## config.mk

```make
export PLATFORM = sky130hd
export DESIGN_NAME = dmem_arbiter
export DESIGN_NICKNAME = d
export VERILOG_FILES = /design/src/rtl/dmem_arbiter.sv
export SDC_FILE = /design/constraint.sdc
export NUM_CORES = 1
export LEC_CHECK = 0
export BUFFER_PORTS_ARGS = -buffer_cell sky130_fd_sc_hd__buf_2
export CORE_AREA = 2 2 123 125
export CTS_BUF_LIST = sky130_fd_sc_hd__clkbuf_4 sky130_fd_sc_hd__clkbuf_8 sky130_fd_sc_hd__clkbuf_16
export DETAILED_ROUTE_END_ITERATION = 6
export DIE_AREA = 0 0 125 127
export SYNTH_ARGS = -nofsm -noshare
export SYNTH_HDL_FRONTEND = slang
export SYNTH_SLANG_ARGS = --single-unit
```

## constraint.sdc

```tcl
create_clock -name clk -period 3.8 [get_ports clk]
set_input_delay 0.38 -clock clk [delete_from_list [all_inputs] [get_ports clk]]
set_output_delay 0.38 -clock clk [all_outputs]
set_load 0.03 [all_outputs]
```

## src/rtl/dmem_arbiter.sv

```systemverilog
// Two-port round-robin arbiter and sequencer in front of data_mem: one access in flight,
// registered memory controls, misaligned or non-memory requests rejected with an err pulse.
`timescale 1ns/1ps
module dmem_arbiter #(
  parameter logic INIT_LAST = 1'b1
) (
  input  logic        clk,
  input  logic        rst,
  input  logic [1:0]  req,
  input  logic [5:0]  alucode0,
  input  logic [5:0]  alucode1,
  input  logic [31:0] addr0,
  input  logic [31:0] addr1,
  input  logic [31:0] wdata0,
  input  logic [31:0] wdata1,
  output logic [1:0]  gnt,
  output logic [1:0]  rvalid,
  output logic [1:0]  err,
  output logic [31:0] rdata,
  output logic [5:0]  mem_alucode,
  output logic        mem_is_load,
  output logic        mem_is_store,
  output logic [31:0] mem_addr_w,
  output logic [31:0] mem_addr_r,
  output logic [31:0] mem_data_w,
  input  logic [31:0] mem_data_r
);

  localparam logic [5:0] ALU_LB  = 6'd20;
  localparam logic [5:0] ALU_LH  = 6'd21;
  localparam logic [5:0] ALU_LW  = 6'd22;
  localparam logic [5:0] ALU_LBU = 6'd23;
  localparam logic [5:0] ALU_LHU = 6'd24;
  localparam logic [5:0] ALU_SB  = 6'd25;
  localparam logic [5:0] ALU_SH  = 6'd26;
  localparam logic [5:0] ALU_SW  = 6'd27;

  localparam logic [1:0] S_IDLE  = 2'd0;
  localparam logic [1:0] S_ISSUE = 2'd1;
  localparam logic [1:0] S_RESP  = 2'd2;

  logic [1:0]  state;
  logic        last;
  logic        owner;
  logic [31:0] mem_addr;

  logic [1:0]  cand;
  logic        win;
  logic [5:0]  sel_code;
  logic [31:0] sel_addr;
  logic [31:0] sel_wdata;
  logic        sel_load;
  logic        sel_store;
  logic        sel_half;
  logic        sel_word;
  logic        sel_legal;

  // A port whose err pulse is showing this cycle still holds req for the rejected
  // access; masking it keeps one rejection from being reported twice.
  always_comb begin
    cand = req & ~err;
    win  = 1'b0;
    if (cand == 2'b10)      win = 1'b1;
    else if (cand == 2'b11) win = ~last;
    sel_code  = win ? alucode1 : alucode0;
    sel_addr  = win ? addr1    : addr0;
    sel_wdata = win ? wdata1   : wdata0;
    sel_load  = (sel_code == ALU_LB) || (sel_code == ALU_LH) || (sel_code == ALU_LW) ||
                (sel_code == ALU_LBU) || (sel_code == ALU_LHU);
    sel_store = (sel_code == ALU_SB) || (sel_code == ALU_SH) || (sel_code == ALU_SW);
    sel_half  = (sel_code == ALU_LH) || (sel_code == ALU_LHU) || (sel_code == ALU_SH);
    sel_word  = (sel_code == ALU_LW) || (sel_code == ALU_SW);
    sel_legal = (sel_load || sel_store) &&
                !(sel_half && sel_addr[0]) &&
                !(sel_word && (sel_addr[1:0] != 2'b00));
  end

  always_ff @(posedge clk) begin
    if (rst) begin
      state        <= S_IDLE;
      last         <= INIT_LAST;
      owner        <= 1'b0;
      gnt          <= 2'b00;
      err          <= 2'b00;
      mem_alucode  <= 6'd0;
      mem_is_load  <= 1'b0;
      mem_is_store <= 1'b0;
      mem_addr     <= 32'd0;
      mem_data_w   <= 32'd0;
    end else begin
      gnt <= 2'b00;
      err <= 2'b00;
      case (state)
        S_IDLE: begin
          if (cand != 2'b00) begin
            last  <= win;
            owner <= win;
            if (sel_legal) begin
              mem_alucode  <= sel_code;
              mem_addr     <= sel_addr;
              mem_data_w   <= sel_wdata;
              mem_is_load  <= sel_load;
              mem_is_store <= sel_store;
              gnt          <= win ? 2'b10 : 2'b01;
              state        <= S_ISSUE;
            end else begin
              err <= win ? 2'b10 : 2'b01;
            end
          end
        end
        S_ISSUE: begin
          mem_is_load  <= 1'b0;
          mem_is_store <= 1'b0;
          state        <= mem_is_load ? S_RESP : S_IDLE;
        end
        S_RESP:  state <= S_IDLE;
        default: state <= S_IDLE;
      endcase
    end
  end

  // data_mem registers its read at the close of ISSUE, so the word is on mem_data_r in RESP.
  assign rvalid     = ((state == S_RESP) && !rst) ? (owner ? 2'b10 : 2'b01) : 2'b00;
  assign rdata      = mem_data_r;
  assign mem_addr_w = mem_addr;
  assign mem_addr_r = mem_addr;

endmodule

```

==> run summary <==
===========================================================================================
Run status                                                                     finished clean
First-pass GRT wire length                                                         22400 um
Clock root cell                                                                sky130_fd_sc_hd__clkbuf_16
Largest voltage drop on the vdd net                                                  186 uV
Port Buffers                                                                            253
Die ar.                                                                          15900 um^2
Net Switching                                                                      0.775 mW
Aggregate negative setup slack                                                         0 ns
Fraction of the cycle the final worst path needs                                      64.5%
Total detailed-routing wirelength                                                  14500 um
Clk buf depth                                                                             2
Clock latency on the worst-skew pair                                                0.33 ns
Flip-flop and latch count after synthesis                                                80
Initial antenna violation count                                                           1
Worst-path clk slew                                                                 0.06 ns
Number of diodes                                                                          0
Utilization of the core after routing                                                 38.2%
Vias per inst                                                                          5.05
Worst rel slew slack                                                                  35.3%
Number of buffers and inverters on the critical path                                      1
DRC violations left                                                                       0
Tightest Pin Transition                                                            0.970 ns
Die extent in y                                                                      127 um
Hold buffers post-CTS                                                                     0
Proportion of power drawn by combinational gates                                      27.2%
Total via count after detailed routing                                                 4397
Max-cap violations                                                                        0
Distinct cell type count of the synthesized netlist                                      40
Gates resized, CTS repair                                                                 0
Sequential area share after synthesis                                                 36.6%
Number of ports placed on the die boundary                                              318
Number of design-rule violations left by the first detailed-router iteration            192
Instance count of the mapped netlist                                                    526
Share of final-layout standard cells stronger than drive strength 1                   45.0%
Pin count of the biggest net entering global routing                                     73
Yosys synthesis warning count                                                             0
Maximum clock frequency                                                             408 MHz
Area added between synthesis and finish                                               25.7%
Type of element capturing the critical path                                        register
Fin Clk Skew                                                                     0.00509 ns
Final count of pins violating max slew                                                    0
Inserted Clock Buffers                                                                    9
Final antenna-violating net count                                                         0
Part of the total power dissipated in the clock network                               32.9%
Number of H-tree branching levels                                                         3
Highest fanout seen on the critical path                                                 70
Iteration count of the initial detailed-routing pass                                      4
HPWL after detailed placement                                                       9970 um
Power per standard cell area                                                    420 nW/um^2
Final nets                                                                              860
Hold violation total from the final report                                                0
Internal portion of total power                                                     1.54 mW
Arrival time worst endpoint                                                         2.69 ns
Post-Synthesis Net Count                                                                702
Remaining Overflow, GRT                                                                   0
Predominant post-synthesis flop cell                                           sky130_fd_sc_hd__dfxtp_1
Leakage dissipation                                                                 2.52 nW
Mapped Avg Cell Area                                                              8.32 um^2
Post-synth EDFFs                                                                          0
Crit path cell chain                                                           and2b_1 -> o21ai_1 -> a311oi_4 -> buf_4 -> nand2_1 -> o32ai_1
Unrepaired setup endpoints after global routing                                       false
GRT Resource Usage Total                                                              17.7%
Critical path's top delay family                                               compound AO/OA/AOI/OAI gates
Clock sinks                                                                              80
Required time reported for the critical path endpoint                               4.04 ns
Crit-path max cell delay                                                            0.62 ns
Critical setup path kind                                                         reg -> reg
Vias in the first global route                                                         4176
Routed wirelength normalized by instance count                                      16.7 um
Class of the most critical hold timing path                                       in -> reg
Post-synth design cell area                                                       4380 um^2
Critical Path Start Type                                                           register
Post-CTS Setup Inserts                                                                    0
Area taken by flip-flops and latches                                              1600 um^2
Switching share of power                                                              33.5%
Final critical delay including setup and external delays                            2.45 ns
Placer congestion estimate                                                            0.819
Core area                                                                        14400 um^2
Sequential group share of total power                                                 39.9%
Cell with the biggest individual delay on the critical path                    sky130_fd_sc_hd__buf_4
Post-synth ARST share                                                                    0%
Total of endpoints with negative setup slack in the final report                          0
TritonCTS clock tree                                                                    yes
Initial core utilization                                                              30.4%
# rows                                                                                   44
Die Width                                                                            125 um
Filler Cell Count                                                                      1540
Area of the multi-input gates                                                     2100 um^2
===========================================================================================
==> routing by layer <==
layer	share of wire, %	up-vias	routed length (um)	global-route usage (%)
met2	45	164	6570	27.4
li1	-	2133	-	-
met1	44	2048	6400	22.3
met4	4.0	2	577	10.5
met3	6.6	50	965	4.40
met5	0.090	-	13	0
==> stage by stage <==
| step | hold WS, ns | total power, mW | instances | area, um^2 | setup WS, ns |
|---|---|---|---|---|---|
| after floorplan | 0.444 | 1.44 | 526 | 4380 | 1.49 |
| after global placement | 0.448 | 1.57 | 857 | 5250 | 1.25 |
| after detailed placement | 0.462 | 1.57 | 857 | 5250 | 1.19 |
| after CTS | 0.292 | 2.34 | 870 | 5500 | 1.28 |
| after global routing | 0.304 | 2.43 | 870 | 5500 | 1.12 |
| final | 0.312 | 2.31 | 870 | 5500 | 1.35 |
==> cells in the final DEF (no fill, tap or decap), types with 2 or more instances in the layout <==
master,netlist,final
sky130_fd_sc_hd__nor3_1,5,5
sky130_fd_sc_hd__o32ai_1,2,2
sky130_fd_sc_hd__clkbuf_4,0,2
sky130_fd_sc_hd__dfxtp_1,80,80
sky130_fd_sc_hd__nor3b_1,2,2
sky130_fd_sc_hd__inv_1,3,3
sky130_fd_sc_hd__a21oi_1,71,71
sky130_fd_sc_hd__xnor2_1,2,2
sky130_fd_sc_hd__o2111ai_1,2,2
sky130_fd_sc_hd__nor2_1,7,7
sky130_fd_sc_hd__clkinv_2,0,2
sky130_fd_sc_hd__buf_2,4,252
sky130_fd_sc_hd__nand3_1,2,2
sky130_fd_sc_hd__buf_4,64,6
sky130_fd_sc_hd__a311oi_1,36,36
sky130_fd_sc_hd__a311oi_2,31,30
sky130_fd_sc_hd__nand2b_1,8,8
sky130_fd_sc_hd__o41ai_1,2,2
sky130_fd_sc_hd__xor2_1,2,2
sky130_fd_sc_hd__o21ai_0,3,3
sky130_fd_sc_hd__clkbuf_16,0,9
sky130_fd_sc_hd__nand2_1,136,135
==> synthesized netlist by cell type, drive strengths merged, types with 2 or more instances <==
cell,instances,share of area [%]
a311oi,67,18
inv,3,0.26
o21ai,4,0.46
xnor2,2,0.40
and2,2,0.29
nor2,7,0.60
a21oi,71,8.1
nor3b,2,0.34
o32ai,2,0.40
nand3,2,0.23
o41ai,2,0.40
dfxtp,80,37
mux2i,2,0.46
nor3,5,0.57
o2111ai,2,0.40
nand2b,8,1.1
clkbuf,39,3.3
nand2,136,12
nand3b,2,0.63
buf,72,12
xor2,2,0.40
==> kinds of logic after synthesis <==
kind of cell / synth area share (%)
flops: 36.6
compound gates: 28.9
buf+inv: 16.1
xor+xnor: 0.800
simple gates: 16.9
mux: 0.714
==> worst register-to-register path, cell delays in order (launching register included) <==
cell and delay (ns):
sky130_fd_sc_hd__dfxtp_1 0.31, sky130_fd_sc_hd__and2b_1 0.33, sky130_fd_sc_hd__o21ai_1 0.24, sky130_fd_sc_hd__a311oi_4 0.27, sky130_fd_sc_hd__buf_4 0.62, sky130_fd_sc_hd__nand2_1 0.27, sky130_fd_sc_hd__o32ai_1 0.32
==> area by class of cell <==
class,instances,area share [%]
Tap cell,184,4.18
Timing Repair Buffer,258,23.7
Sequential cell,80,29.1
Multi-Input combinational cell,332,38.2
Clock buffer,11,4.37
Clock inverter,2,0.182
Inverter,3,0.205
==> power groups by stage <==
stage / logic, mW / clock network, mW / registers, mW
floorplan: 0.412 / 0 / 1.03
finish: 0.628 / 0.761 / 0.922
detailed placement: 0.631 / 0 / 0.939
global placement: 0.629 / 0 / 0.939
CTS: 0.632 / 0.790 / 0.922
global route: 0.679 / 0.824 / 0.928
==> registers in the layout, summed over array words and instances (netlist names) <==
register and count:
state 2, mem_alucode 6, mem_data_w 32, gnt 2, mem_is_load 1, owner 1
mem_is_store 1, last 1, err 2, mem_addr_r 32
==> final timing paths <==
check	start	end	slack (ns)	cells past startpoint
max	err[1]	mem_is_load	1.35	6
min	addr1[3]	mem_addr_r[3]	0.31	3
max reg2reg	err[1]	mem_is_load	1.35	6
min reg2reg	mem_alucode[2]	mem_alucode[2]	0.47	2
Power figures use the tool's default switching activity.
